<file path="src/rtl/ytydla_cacc_psum.sv">
// CACC partial-sum accumulator: bias + N aggregations, saturate, FWFT result FIFO.
// Build option: define YTYDLA_CACC_RELU_EN to zero negative results before the FIFO.
`ifndef YTYDLA_DATA_LENGTH
`define YTYDLA_DATA_LENGTH 16
`endif

module ytydla_cacc_psum #(
   parameter int DATA_W     = `YTYDLA_DATA_LENGTH,
   parameter int ACC_W      = DATA_W + 8,
   parameter int CNT_W      = 16,
   parameter int FIFO_DEPTH = 4
) (
   input  logic              ytydla_core_clk,
   input  logic              ytydla_core_rst_n,
   input  logic              op_start,
   input  logic [CNT_W-1:0]  cfg_accu_num,
   input  logic [CNT_W-1:0]  cfg_out_num,
   input  logic [DATA_W-1:0] cfg_bias,
   input  logic              accu2cacc_valid,
   input  logic [DATA_W-1:0] accu2cacc_data,
   output logic              cacc2cmac_stall,
   output logic              cacc2wb_valid,
   output logic [DATA_W-1:0] cacc2wb_data,
   input  logic              wb2cacc_ready,
   output logic              cacc_busy,
   output logic              cacc_op_done,
   output logic              cacc_err_ovf
);

   localparam int PW = (FIFO_DEPTH > 1) ? $clog2(FIFO_DEPTH) : 1;
   localparam int CW = $clog2(FIFO_DEPTH + 1);
   localparam logic signed [ACC_W-1:0] SMAX =
      {{(ACC_W-DATA_W+1){1'b0}}, {(DATA_W-1){1'b1}}};
   localparam logic signed [ACC_W-1:0] SMIN =
      {{(ACC_W-DATA_W+1){1'b1}}, {(DATA_W-1){1'b0}}};

   typedef enum logic [1:0] {
      IDLE  = 2'd0,
      ACCU  = 2'd1,
      FLUSH = 2'd2,
      DONE  = 2'd3
   } state_e;

   state_e state_q, state_d;

   logic [CNT_W-1:0]  accu_num_q, accu_num_d;
   logic [CNT_W-1:0]  out_num_q, out_num_d;
   logic [DATA_W-1:0] bias_q, bias_d;
   logic [ACC_W-1:0]  acc_q, acc_d;
   logic [CNT_W-1:0]  accu_cnt_q, accu_cnt_d;
   logic [CNT_W-1:0]  out_cnt_q, out_cnt_d;
   logic              ovf_q, ovf_d;
   logic              stall_q;

   logic [DATA_W-1:0] mem_q [FIFO_DEPTH];
   logic [PW-1:0]     wr_ptr_q, wr_ptr_d;
   logic [PW-1:0]     rd_ptr_q, rd_ptr_d;
   logic [CW-1:0]     count_q, count_d;

   logic signed [ACC_W-1:0] acc_next;
   logic [DATA_W-1:0]       sat_val;
   logic [DATA_W-1:0]       push_val;
   logic                    push, pop, wr_en;

   assign acc_next = acc_q +
      {{(ACC_W-DATA_W){accu2cacc_data[DATA_W-1]}}, accu2cacc_data};

   always_comb begin
      sat_val = acc_next[DATA_W-1:0];
      if (acc_next > SMAX) begin
         sat_val = SMAX[DATA_W-1:0];
      end else if (acc_next < SMIN) begin
         sat_val = SMIN[DATA_W-1:0];
      end
   end

`ifdef YTYDLA_CACC_RELU_EN
   assign push_val = sat_val[DATA_W-1] ? '0 : sat_val;
`else
   assign push_val = sat_val;
`endif

   assign pop = (count_q != '0) && wb2cacc_ready;

   always_comb begin
      state_d    = state_q;
      accu_num_d = accu_num_q;
      out_num_d  = out_num_q;
      bias_d     = bias_q;
      acc_d      = acc_q;
      accu_cnt_d = accu_cnt_q;
      out_cnt_d  = out_cnt_q;
      ovf_d      = ovf_q;
      push       = 1'b0;
      unique case (state_q)
         IDLE: begin
            if (op_start) begin
               accu_num_d = (cfg_accu_num == '0) ? CNT_W'(1) : cfg_accu_num;
               out_num_d  = cfg_out_num;
               bias_d     = cfg_bias;
               acc_d      = {{(ACC_W-DATA_W){cfg_bias[DATA_W-1]}}, cfg_bias};
               accu_cnt_d = '0;
               out_cnt_d  = '0;
               ovf_d      = 1'b0;
               state_d    = (cfg_out_num == '0) ? DONE : ACCU;
            end
         end
         ACCU: begin
            if (accu2cacc_valid) begin
               if (accu_cnt_q == accu_num_q - CNT_W'(1)) begin
                  push       = 1'b1;
                  acc_d      = {{(ACC_W-DATA_W){bias_q[DATA_W-1]}}, bias_q};
                  accu_cnt_d = '0;
                  out_cnt_d  = out_cnt_q + CNT_W'(1);
                  if (out_cnt_d == out_num_q) begin
                     state_d = FLUSH;
                  end
               end else begin
                  acc_d      = acc_next;
                  accu_cnt_d = accu_cnt_q + CNT_W'(1);
               end
            end
         end
         FLUSH: begin
            if (count_q == '0) begin
               state_d = DONE;
            end
         end
         DONE: begin
            state_d = IDLE;
         end
         default: begin
            state_d = IDLE;
         end
      endcase
   end

   // A push into a full FIFO only lands if the head leaves in the same cycle.
   always_comb begin
      wr_en    = push && ((count_q != CW'(FIFO_DEPTH)) || pop);
      wr_ptr_d = wr_en ? wr_ptr_q + PW'(1) : wr_ptr_q;
      rd_ptr_d = pop ? rd_ptr_q + PW'(1) : rd_ptr_q;
      count_d  = count_q + CW'(wr_en) - CW'(pop);
   end

   always_ff @(posedge ytydla_core_clk) begin
      if (!ytydla_core_rst_n) begin
         state_q    <= IDLE;
         accu_num_q <= '0;
         out_num_q  <= '0;
         bias_q     <= '0;
         acc_q      <= '0;
         accu_cnt_q <= '0;
         out_cnt_q  <= '0;
         ovf_q      <= 1'b0;
         stall_q    <= 1'b0;
         wr_ptr_q   <= '0;
         rd_ptr_q   <= '0;
         count_q    <= '0;
      end else begin
         state_q    <= state_d;
         accu_num_q <= accu_num_d;
         out_num_q  <= out_num_d;
         bias_q     <= bias_d;
         acc_q      <= acc_d;
         accu_cnt_q <= accu_cnt_d;
         out_cnt_q  <= out_cnt_d;
         ovf_q      <= ovf_d | (push & ~wr_en);
         stall_q    <= (count_d >= CW'(FIFO_DEPTH - 1));
         wr_ptr_q   <= wr_ptr_d;
         rd_ptr_q   <= rd_ptr_d;
         count_q    <= count_d;
      end
   end

   always_ff @(posedge ytydla_core_clk) begin
      if (wr_en) begin
         mem_q[wr_ptr_q] <= push_val;
      end
   end

   assign cacc2wb_valid   = (count_q != '0);
   assign cacc2wb_data    = (count_q != '0) ? mem_q[rd_ptr_q] : '0;
   assign cacc2cmac_stall = stall_q;
   assign cacc_busy       = (state_q == ACCU) || (state_q == FLUSH);
   assign cacc_op_done    = (state_q == DONE);
   assign cacc_err_ovf    = ovf_q;

endmodule

</file>
<file path="config.mk">
export PLATFORM = sky130hd
export DESIGN_NAME = ytydla_cacc_psum
export DESIGN_NICKNAME = d
export VERILOG_FILES = /design/src/rtl/ytydla_cacc_psum.sv
export SDC_FILE = /design/constraint.sdc
export NUM_CORES = 1
export LEC_CHECK = 0
export ABC_AREA = 1
export CAP_MARGIN = 0
export CORE_MARGIN = 5
export CORE_UTILIZATION = 30
export CTS_BUF_LIST = sky130_fd_sc_hd__clkbuf_4 sky130_fd_sc_hd__clkbuf_8
export CTS_CLUSTER_SIZE = 14
export DETAILED_ROUTE_END_ITERATION = 7
export PLACE_DENSITY = 0.53
export RECOVER_POWER = 100
export SKIP_LAST_GASP = 1
export SLEW_MARGIN = 10
export SYNTH_ARGS = -nofsm -noshare
export SYNTH_HDL_FRONTEND = slang
export SYNTH_SLANG_ARGS = --single-unit
export TNS_END_PERCENT = 30
</file>
<file path="constraint.sdc">
create_clock -name ytydla_core_clk -period 9.05 [get_ports ytydla_core_clk]
set_input_delay 1.81 -clock ytydla_core_clk [delete_from_list [all_inputs] [get_ports ytydla_core_clk]]
set_output_delay 1.81 -clock ytydla_core_clk [all_outputs]
set_load 0.05 [all_outputs]
</file>
==> out/metrics.yaml, run 1 <==
status:
  status: "finished with violations"
  violations: "max-capacitance violations, max-slew violations"
routing:
  via_count: 9598
  via_per_inst: 4.74
  firstDrtPassIters: 6
  drt_iter0_drc: 533
  ant_nets: 0
  drc: 0
  finalWirelength_um: 31100
  post_drt_wl_per_cell_um: 15.4
clocking:
  cts_max_path_buffers: 2
  holdBufCountCts: 0
  cts_sinks: 181
  htree_num_levels: 4
  post_cts_resized: 0
  clkSlewWorstSetupHoldPaths_ns: 0.11
  cts_tree: "done"
  cts_setup_buffers: 0
  clock-root-buffer: "clkbuf_8"
  numCtsBuffers: 17
  clkLatencyLatePin_ns: 0.49
layout:
  final_cells: 2023
  antennaDiodeCount: 0
  final_util_pct: 35.0
  drive_above_1_share_pct: 3.38
  syn2layout_area_growth_pct: 15.8
  final_nets: 1662
logic_synthesis:
  synthTopCellsByArea: "dfxtp_1 23%, edfxtp_1 19%, nand2_1 13%"
  ys_ff_latch: 181
  synth_area_per_cell_sq_um: 6.98
  synthesis.area_sq_um: 10400
  async_flop_share_pct: 0
  synth_seq_area_share_pct: 41.1
  netlist_instances: 1489
  synthFlopType: "dfxtp_1"
  synthTopCellsByCount: "366 x nand2_1, 281 x nor2_1, 150 x inv_1"
  ys_warn_count: 0
  synth_top_area_share_pct: 22.5
  yosysMostFrequentCell: "nand2_1"
  synth_nets: 1596
  synth_largest_area_cell: "dfxtp_1"
  synth_edf_count: 64
  synth_cell_types: 40
floorplanning:
  fp.dieH_um: 196
  ioPinCount: 90
  fp-row-count: 68
  coreArea_sq_um: 34400
  fp.dieArea_sq_um: 38400
  die_w_um: 196
  start_util_pct: 30.2
timing:
  worstMarginPinSlew_ns: 2.18
  tns_ns: 0
  relSlewSlack_pct: -45.3
  rsz0062_at_grt: "false"
  final_hold_viol_count: 0
  period_share_pct: 70.1
  setup_violations: 0
  maxSlewViolCount: 169
  post-route-min-period_ns: 6.34
  finalClockSkew_ns: 0.0213
  fmax_mhz: 158
min_path:
  hold_path_class: "reg2reg"
  hp-start: "rd_ptr_q[1]"
critical_path:
  required_ns: 9.45
  critPathLaunchType: "input port"
  path_cells: "dlygate4sd3_1, clkbuf_1, clkinv_1, clkbuf_1, nor2_1, nand2_1, o21ai_0"
  crit_path_max_fanout: 52
  startpoint: "ytydla_core_rst_n"
  worst-setup-path-type: "in2reg"
  worstPathArrival_ns: 6.74
  cpPeakStageDelay_ns: 1.55
  timing.reg2reg.setup_slack_ns: 3.48
  rr_startpoint: "accu_num_q[0]"
  cp_common_cell: "clkbuf_1"
  cpMaxStageDelayCell: "clkbuf_1"
  cp-end-kind: "flip-flop"
place:
  place_congestion: 0.948
  port_buffers: 89
  dpl.cell_count: 1991
  post-dp-hpwl_um: 22900
global_route:
  gr-total-overflow: 0
  antenna_found_initial: 0
  grt.total_usage_pct: 16.2
  grt_pass1_wl_um: 49700
  grt_pass1_vias: 9258
  grt_max_degree: 71
power:
  finalPower_mw: 3.36
  leakagePower_nw: 5.00
  pwr_density_cell_nw_per_um2: 279
  ir_drop_mv: 0.142
run:
  cap_violations: 7
[flip-flops by register name, indices dropped and copies added, names as in the netlist, named ones only]
register	cells
rd_ptr_q	2
mem_q	64
cacc_err_ovf	1
wr_ptr_q	2
accu_cnt_q	16
count_q	3
cacc2cmac_stall	1
state_q	2
accu_num_q	16
out_cnt_q	16
bias_q	16
out_num_q	16
acc_q	24
[layer usage]
metal  track usage (%)  vias up  wire (um)
li1                  -     4975          -
met1              21.6     4399      14700
met2              27.0      190      14500
met3              2.76       34       1270
met4              4.60        0        587
met5                 0        -          0
[area by class of cell]
| class | instances | area (sq um) |
|---|---|---|
| clock buffer | 18 | 241 |
| tap | 455 | 569 |
| timing repair buffer | 95 | 928 |
| multi-input combinational | 1104 | 5310 |
| clock inverter | 14 | 133 |
| sequential | 181 | 4260 |
| inverter | 156 | 586 |
| fill | 3735 | 22300 |
[cells in the final DEF (no fill, tap or decap), types with 3 or more instances in the layout]
cell	Yosys	routed
nand2_2	4	3
nor2_4	5	4
xnor2_1	12	12
o21ai_0	86	100
dlygate4sd3_1	0	24
inv_6	0	4
nand2_1	366	367
nor2_1	281	282
ha_1	36	36
o21bai_1	3	3
clkinv_1	3	3
a31oi_1	3	3
xor2_1	19	19
clkdlybuf4s50_1	0	65
inv_1	150	151
a211oi_1	8	8
and2_1	4	4
o211ai_1	4	4
nand3_1	88	90
nand4_1	22	22
a21o_1	3	3
nand3b_1	9	9
buf_4	0	4
nor4_1	10	10
inv_8	0	5
edfxtp_1	64	64
nor3_1	16	17
nor2_2	5	5
clkbuf_8	0	17
dfxtp_1	117	117
a21oi_1	91	91
[worst max-delay path: cells and delay by family]
kind | cells | cell delay [ns]
and+or+nand+nor | 2 | 0.59
AOI/OAI and AO/OA | 1 | 0.08
buffers and inverters | 4 | 4.23
[per-stage QoR]
stage | instance area, sq um | setup slack, ns | hold slack, ns
2_1_floorplan | 10400 | 5.06 | 0.430
3_3_place_gp | 11700 | 3.76 | 0.441
3_5_place_dp | 11700 | 3.84 | 0.453
4_1_cts | 12100 | 3.75 | 0.450
5_1_grt | 12000 | 2.23 | 0.476
6_report | 12000 | 2.71 | 0.450
[where the power goes]
part | switching [mW] | internal, mW
sequential | 0.0846 | 1.03
combinational | 1.19 | 0.506
clock | 0.343 | 0.206
total | 1.62 | 1.74
[cell families (layout without fill, tap and decap cells)]
kind of cell | after synthesis | count (layout) | share of synthesized area, %
xor+xnor | 31 | 31 | 2.61
flops | 181 | 181 | 41.1
compound gates | 219 | 219 | 11.2
buf+inv | 204 | 283 | 7.54
fa+ha+maj | 38 | 38 | 4.72
simple gates | 816 | 816 | 32.9
[worst paths after layout]
path	end	depth (start not counted)
max	out_cnt_q[1]	7
min	flip-flop	2
max reg2reg	cacc2cmac_stall	19
min reg2reg	flip-flop	2
(Power assumes the default switching activity.)
==> run 2, diff against run 1 <==
PLACE_DENSITY = 0.55   (was 0.53)
clock period = 5.2 ns   (was 9.05 ns; I/O delays follow)
==> run 2 against run 1 <==
The flow still finishes with violations (max-capacitance violations, max-slew violations). Wire length shrank 2.3%. Hold slack improved by 0.0073 ns. Die area is the same. Worst setup slack got worse by 2.0 ns. Largest power group unchanged.
==> out/metrics.yaml, run 2 (synthesis results as in run 1) <==
status:
  status: "finished with violations"  # unchanged
  violations: "max-capacitance violations, max-slew violations"  # unchanged
clocking:
  cts_sinks: 181  # unchanged
  cts_max_path_buffers: 2  # unchanged
  htree_num_levels: 4  # unchanged
  cts_setup_buffers: 0  # unchanged
  post_cts_resized: 0  # unchanged
  numCtsBuffers: 17  # unchanged
  clock-root-buffer: "clkbuf_8"  # unchanged
  clkLatencyLatePin_ns: 0.47  # was 0.49 ns
  clkSlewWorstSetupHoldPaths_ns: 0.09  # was 0.11 ns
  holdBufCountCts: 0  # unchanged
  cts_tree: "done"  # unchanged
floorplanning:
  start_util_pct: 30.2  # unchanged
  coreArea_sq_um: 34400  # unchanged
  die_w_um: 196  # unchanged
  fp-row-count: 68  # unchanged
  fp.dieH_um: 196  # unchanged
  ioPinCount: 90  # unchanged
  fp.dieArea_sq_um: 38400  # unchanged
timing:
  worstMarginPinSlew_ns: 2.91  # was 2.18 ns
  relSlewSlack_pct: -94.0  # was -45.3%
  period_share_pct: 87.0
  final_hold_viol_count: 0  # unchanged
  post-route-min-period_ns: 4.53
  fmax_mhz: 221
  maxSlewViolCount: 133  # was 169
  tns_ns: 0  # unchanged
  rsz0062_at_grt: "false"  # unchanged
  setup_violations: 0  # unchanged
  finalClockSkew_ns: 0.0135  # was 0.0213 ns
global_route:
  grt_pass1_vias: 9178  # was 9258
  grt.total_usage_pct: 15.6  # was 16.2%
  antenna_found_initial: 1  # was 0
  gr-total-overflow: 0  # unchanged
  grt_pass1_wl_um: 48400  # was 49700 um
  grt_max_degree: 71  # unchanged
layout:
  syn2layout_area_growth_pct: 16.2  # was 15.8%
  area.sequential_sq_um: 4260  # unchanged
  final_nets: 1665  # was 1662
  fillers: 3732  # was 3735
  largest_reg_flops: 64  # unchanged
  top_register: "mem_q"  # unchanged
  multi_input_area_sq_um: 5300  # was 5310 sq um
  antennaDiodeCount: 0  # unchanged
  drive_above_1_share_pct: 3.31  # was 3.38%
  layout_commonest_cell: "nand2_1"  # unchanged
  final_cell_mix: "366 x nand2_1, 285 x nor2_1, 151 x inv_1"  # was 367 x nand2_1, 282 x nor2_1, 151 x inv_1
  top_regs: "mem_q (64), acc_q (24)"  # unchanged
  final_cells: 2025  # was 2023
place:
  place_congestion: 0.944  # was 0.948
  port_buffers: 89  # unchanged
  post-dp-hpwl_um: 22400  # was 22900 um
  dpl.cell_count: 1994  # was 1991
routing:
  route.top_layer_used: "met5"  # was met4
  via_per_inst: 4.76  # was 4.74
  firstDrtPassIters: 6  # unchanged
  wl_met3_um: 1150  # was 1270 um
  drc: 0  # unchanged
  via_count: 9632  # was 9598
  wl_met2_um: 14200  # was 14500 um
  ant_nets: 0  # unchanged
  finalWirelength_um: 30400  # was 31100 um
  drt_iter0_drc: 463  # was 533
  wl_met1_um: 14600  # was 14700 um
  post_drt_wl_per_cell_um: 15.0  # was 15.4 um
critical_path:
  crit_path_max_fanout: 26  # was 52
  critPathLaunchType: "input port"  # unchanged
  required_ns: 5.53  # was 9.45 ns
  cp-end-kind: "flip-flop"  # unchanged
  worstPathArrival_ns: 4.86  # was 6.74 ns
  timing.reg2reg.setup_slack_ns: 0.87  # was 3.48 ns
  worst-setup-path-type: "in2reg"  # unchanged
power:
  seqPwrFrac_pct: 32.7  # was 33.1%
  pwr-share-clk_pct: 17.4  # was 16.4%
  leakagePower_nw: 5.04  # was 5.00 nW
  pwr_density_cell_nw_per_um2: 490  # was 279 nW/um^2
  ir_drop_mv: 0.270  # was 0.142 mV
  p_switching_mw: 2.75  # was 1.62 mW
  p_comb_share_pct: 49.9  # was 50.5%
  p_int_mw: 3.16  # was 1.74 mW
  swShare_pct: 46.6  # was 48.2%
run:
  cap_violations: 4  # was 7
min_path:
  hold_path_class: "reg2reg"  # unchanged
## run 2: cell types whose count changed in the layout (fill, tap and decap cells not counted), sizes merged
cell / before / now
bufinv: 0 / 3
inv: 162 / 159
buf: 4 / 5
clkbuf: 20 / 22
clkinv: 4 / 3
## run 2: area by class of cell
class / count / share of cell area [%]
Tap cell: 455 / 4.72
Clock buffer: 18 / 2.00
Multi-Input combinational cell: 1104 / 43.9
Inverter: 156 / 4.85
Timing Repair Buffer: 98 / 7.81
Sequential cell: 181 / 35.3
Clock inverter: 13 / 1.41
## run 2: worst max-delay path: stages
cell	delay [ns]
dlygate4sd3_1	0.56
inv_1	0.05
nand2_1	0.41
o21ai_0	0.26
nor2_1	0.48
clkbuf_1	1.11
o21ai_2	0.27
nand2_2	0.51
o21ai_0	0.16
## run 2: path summary, 6_finish.rpt
| path | from | to | cells past startpoint |
|---|---|---|---|
| worst max-delay path | op_start | out_cnt_q[15] | 9 |
| worst min-delay path | bias_q[12] | bias_q[12] | 2 |
| worst max register to register | accu_num_q[0] | out_cnt_q[2] | 16 |
| worst min register to register | bias_q[12] | bias_q[12] | 2 |
## run 2: power groups by stage
stage	Sequential, mW	Combinational, mW	Clock [mW]
final	1.93	2.95	1.03
after detailed placement	1.97	3.01	0
after floorplan	1.93	2.14	0
after CTS	1.94	3.02	1.06
after global routing	1.96	3.29	1.11
after global placement	1.97	2.98	0
## run 2: per-layer routing
metal | track usage (%) | vias up
li1 | - | 4967
met1 | 20.9 | 4448
met2 | 26.7 | 188
met3 | 2.47 | 27
met4 | 3.83 | 2
met5 | 0 | -
## run 2: stage by stage
stage / setup WS, ns / util, % / total power, mW / hold slack [ns] / instance area, sq um
4_1_cts: 0.800 / 35.3 / 6.02 / 0.463 / 12100
2_1_floorplan: 1.98 / - / 4.06 / 0.430 / 10400
3_3_place_gp: 0.770 / 34.1 / 4.95 / 0.444 / 11700
5_1_grt: 0.369 / 35.1 / 6.37 / 0.486 / 12100
6_report: 0.673 / 35.1 / 5.92 / 0.457 / 12100
3_5_place_dp: 0.780 / 34.1 / 4.98 / 0.448 / 11700
==> run 3, diff against run 2 <==
CELL_PAD_IN_SITES_DETAIL_PLACEMENT = 1   (was default)
CELL_PAD_IN_SITES_GLOBAL_PLACEMENT = 1   (was default)
PLACE_DENSITY = 0.69   (was 0.55)
==> run 3 against run 2 <==
Clock-buffer cell count decreased by 1. First-iteration DRC count fell by 6.7%. Clock power about the same. Critical path depth is 11 higher. The flow still finishes with violations (max-capacitance violations, max-slew violations). Global-route usage rose by 1.5 points. Final cell count is 0.20% higher. Via count grew 2.4%. Utilization rose by 0.14 points. Largest cell class unchanged.
==> out/metrics.yaml, run 3 (synthesis results as in run 1) <==
place:
  place_congestion: 0.887  # was 0.944
  post-dp-hpwl_um: 25200  # was 22400 um
  dpl.cell_count: 1997  # was 1994
  port_buffers: 89  # unchanged
  pre_cts_slack_ns: 0.595  # was 0.780 ns
layout:
  syn2layout_area_growth_pct: 16.7  # was 16.2%
  final_cell_mix: "368 x nand2_1, 282 x nor2_1, 152 x inv_1"  # was 366 x nand2_1, 285 x nor2_1, 151 x inv_1
  top_regs: "mem_q (64), acc_q (24)"  # unchanged
  final_nets: 1668  # was 1665
  final_cells: 2029  # was 2025
  antennaDiodeCount: 0  # unchanged
  drive_above_1_share_pct: 3.30  # was 3.31%
  largest_reg_flops: 64  # unchanged
  layout_commonest_cell: "nand2_1"  # unchanged
  top_register: "mem_q"  # unchanged
critical_path:
  crit_path_max_fanout: 14  # was 26
  r2r_cells: 20  # was 16
  cpMaxStageDelayCell: "ha_1"  # was clkbuf_1
  path_cells: "inv_1, ha_1, nand2_1, nor2_1, nand2_1, nand2_1, nand3_1, nor2_2, nand3_1, nor3_4, buf_4, nand3_1, ha_1, inv_1, ha_1, fa_1, xnor2_1, xor2_1, inv_1, o21ai_0"  # was dlygate4sd3_1, inv_1, nand2_1, o21ai_0, nor2_1, clkbuf_1, o21ai_2, nand2_2, o21ai_0
  worstPathArrival_ns: 4.75  # was 4.86 ns
  required_ns: 5.57  # was 5.53 ns
  worst-setup-path-type: "reg2reg"  # was in2reg
  cpPeakStageDelay_ns: 0.40  # was 1.11 ns
  critPathLaunchType: "flip-flop"  # was input port
  cp-end-kind: "flip-flop"  # unchanged
timing:
  rsz0062_at_grt: "false"  # unchanged
  setup_violations: 0  # unchanged
  final_hold_viol_count: 0  # unchanged
  post-route-min-period_ns: 4.38  # was 4.53 ns
  timing.final.ws_setup_ns: 0.824  # was 0.673 ns
  relSlewSlack_pct: -93.2  # was -94.0%
  maxSlewViolCount: 115  # was 133
  finalClockSkew_ns: 0.0243  # was 0.0135 ns
  period_share_pct: 84.2  # was 87.0%
  worstMarginPinSlew_ns: 2.90  # was 2.91 ns
  tns_ns: 0  # unchanged
  fmax_mhz: 229  # was 221 MHz
routing:
  post_drt_wl_per_cell_um: 16.3  # was 15.0 um
  finalWirelength_um: 33000  # was 30400 um
  via_count: 9860  # was 9632
  drt_iter0_drc: 432  # was 463
  firstDrtPassIters: 5  # was 6
  drc: 0  # unchanged
  ant_nets: 0  # unchanged
  via_per_inst: 4.86  # was 4.76
global_route:
  grt_pass1_vias: 10100  # was 9178
  grt_max_degree: 71  # unchanged
  gr-total-overflow: 0  # unchanged
  grt.total_usage_pct: 17.1  # was 15.6%
  antenna_found_initial: 0  # was 1
  grt_pass1_wl_um: 52700  # was 48400 um
clocking:
  clkSlewWorstSetupHoldPaths_ns: 0.11  # was 0.09 ns
  numCtsBuffers: 17  # unchanged
  cts_sinks: 181  # unchanged
  cts_setup_buffers: 0  # unchanged
  post_cts_resized: 0  # unchanged
  holdBufCountCts: 0  # unchanged
  cts_max_path_buffers: 2  # unchanged
  cts_tree: "done"  # unchanged
  clkLatencyLatePin_ns: 0.51  # was 0.47 ns
  htree_num_levels: 4  # unchanged
  clock-root-buffer: "clkbuf_8"  # unchanged
floorplanning:
  fp.dieArea_sq_um: 38400  # unchanged
  ioPinCount: 90  # unchanged
  fp.dieH_um: 196  # unchanged
  start_util_pct: 30.2  # unchanged
  coreArea_sq_um: 34400  # unchanged
  die_w_um: 196  # unchanged
  fp-row-count: 68  # unchanged
status:
  violations: "max-capacitance violations, max-slew violations"  # unchanged
  status: "finished with violations"  # unchanged
power:
  pwr-share-clk_pct: 17.5  # was 17.4%
  p_int_mw: 3.09  # was 3.16 mW
  p_switching_mw: 2.87  # was 2.75 mW
  seqPwrFrac_pct: 32.5  # was 32.7%
  pwr_density_cell_nw_per_um2: 492  # was 490 nW/um^2
  finalPower_mw: 5.97  # was 5.92 mW
  swShare_pct: 48.2  # was 46.6%
  ir_drop_mv: 0.226  # was 0.270 mV
  p_comb_share_pct: 50.1  # was 49.9%
  leakagePower_nw: 5.06  # was 5.04 nW
min_path:
  hold_depth: 2  # unchanged
  hold_path_class: "reg2reg"  # unchanged
run:
  cap_violations: 2  # was 4
run 3: cell type report:
| class | instances | area, sq um |
|---|---|---|
| Timing Repair Buffer | 101 | 955 |
| Tap cell | 455 | 569 |
| Clock buffer | 17 | 234 |
| Sequential cell | 181 | 4260 |
| Multi-Input combinational cell | 1104 | 5310 |
| Clock inverter | 15 | 201 |
| Inverter | 156 | 586 |
| Fill cell | 4363 | 22300 |
run 3: worst paths after layout:
path                 startpoint              end  slack [ns]
hold reg to reg      bias_q[13]       bias_q[13]        0.47
setup / recovery  accu_num_q[0]  cacc2cmac_stall        0.82
hold / removal       bias_q[13]       bias_q[13]        0.47
setup reg to reg  accu_num_q[0]  cacc2cmac_stall        0.82
run 3: power groups by stage:
stage | logic [mW] | registers, mW | clock network (mW)
global route | 3.35 | 1.96 | 1.14
CTS | 3.08 | 1.94 | 1.07
global placement | 3.00 | 1.97 | 0
floorplan | 2.14 | 1.93 | 0
finish | 2.99 | 1.94 | 1.04
detailed placement | 3.06 | 1.97 | 0
run 3: worst max-delay path, delay by kind of cell, from the launching register on:
kind | cells | cell delay (ns)
and+or+nand+nor | 9 | 1.50
adders and majority gates | 4 | 1.26
buffers and inverters | 4 | 0.53
xor gates and xnor gates | 2 | 0.36
DFF | 1 | 0.33
AOI/OAI and AO/OA | 1 | 0.26
run 3: metrics by stage:
step | hold WS, ns | utilization [%] | instance area (sq um)
floorplan | 0.430 | - | 10400
global placement | 0.441 | 34.2 | 11700
detailed placement | 0.453 | 34.2 | 11700
CTS | 0.470 | 35.4 | 12200
global route | 0.497 | 35.3 | 12100
finish | 0.466 | 35.3 | 12100
run 3: metal layers:
metal | routed length (um) | GRT usage [%] | vias to the layer above
li1 | - | - | 4981
met3 | 938 | 2.76 | 29
met4 | 616 | 4.81 | 0
met2 | 16000 | 29.8 | 132
met1 | 15400 | 22.1 | 4718
met5 | 0 | 0 | -
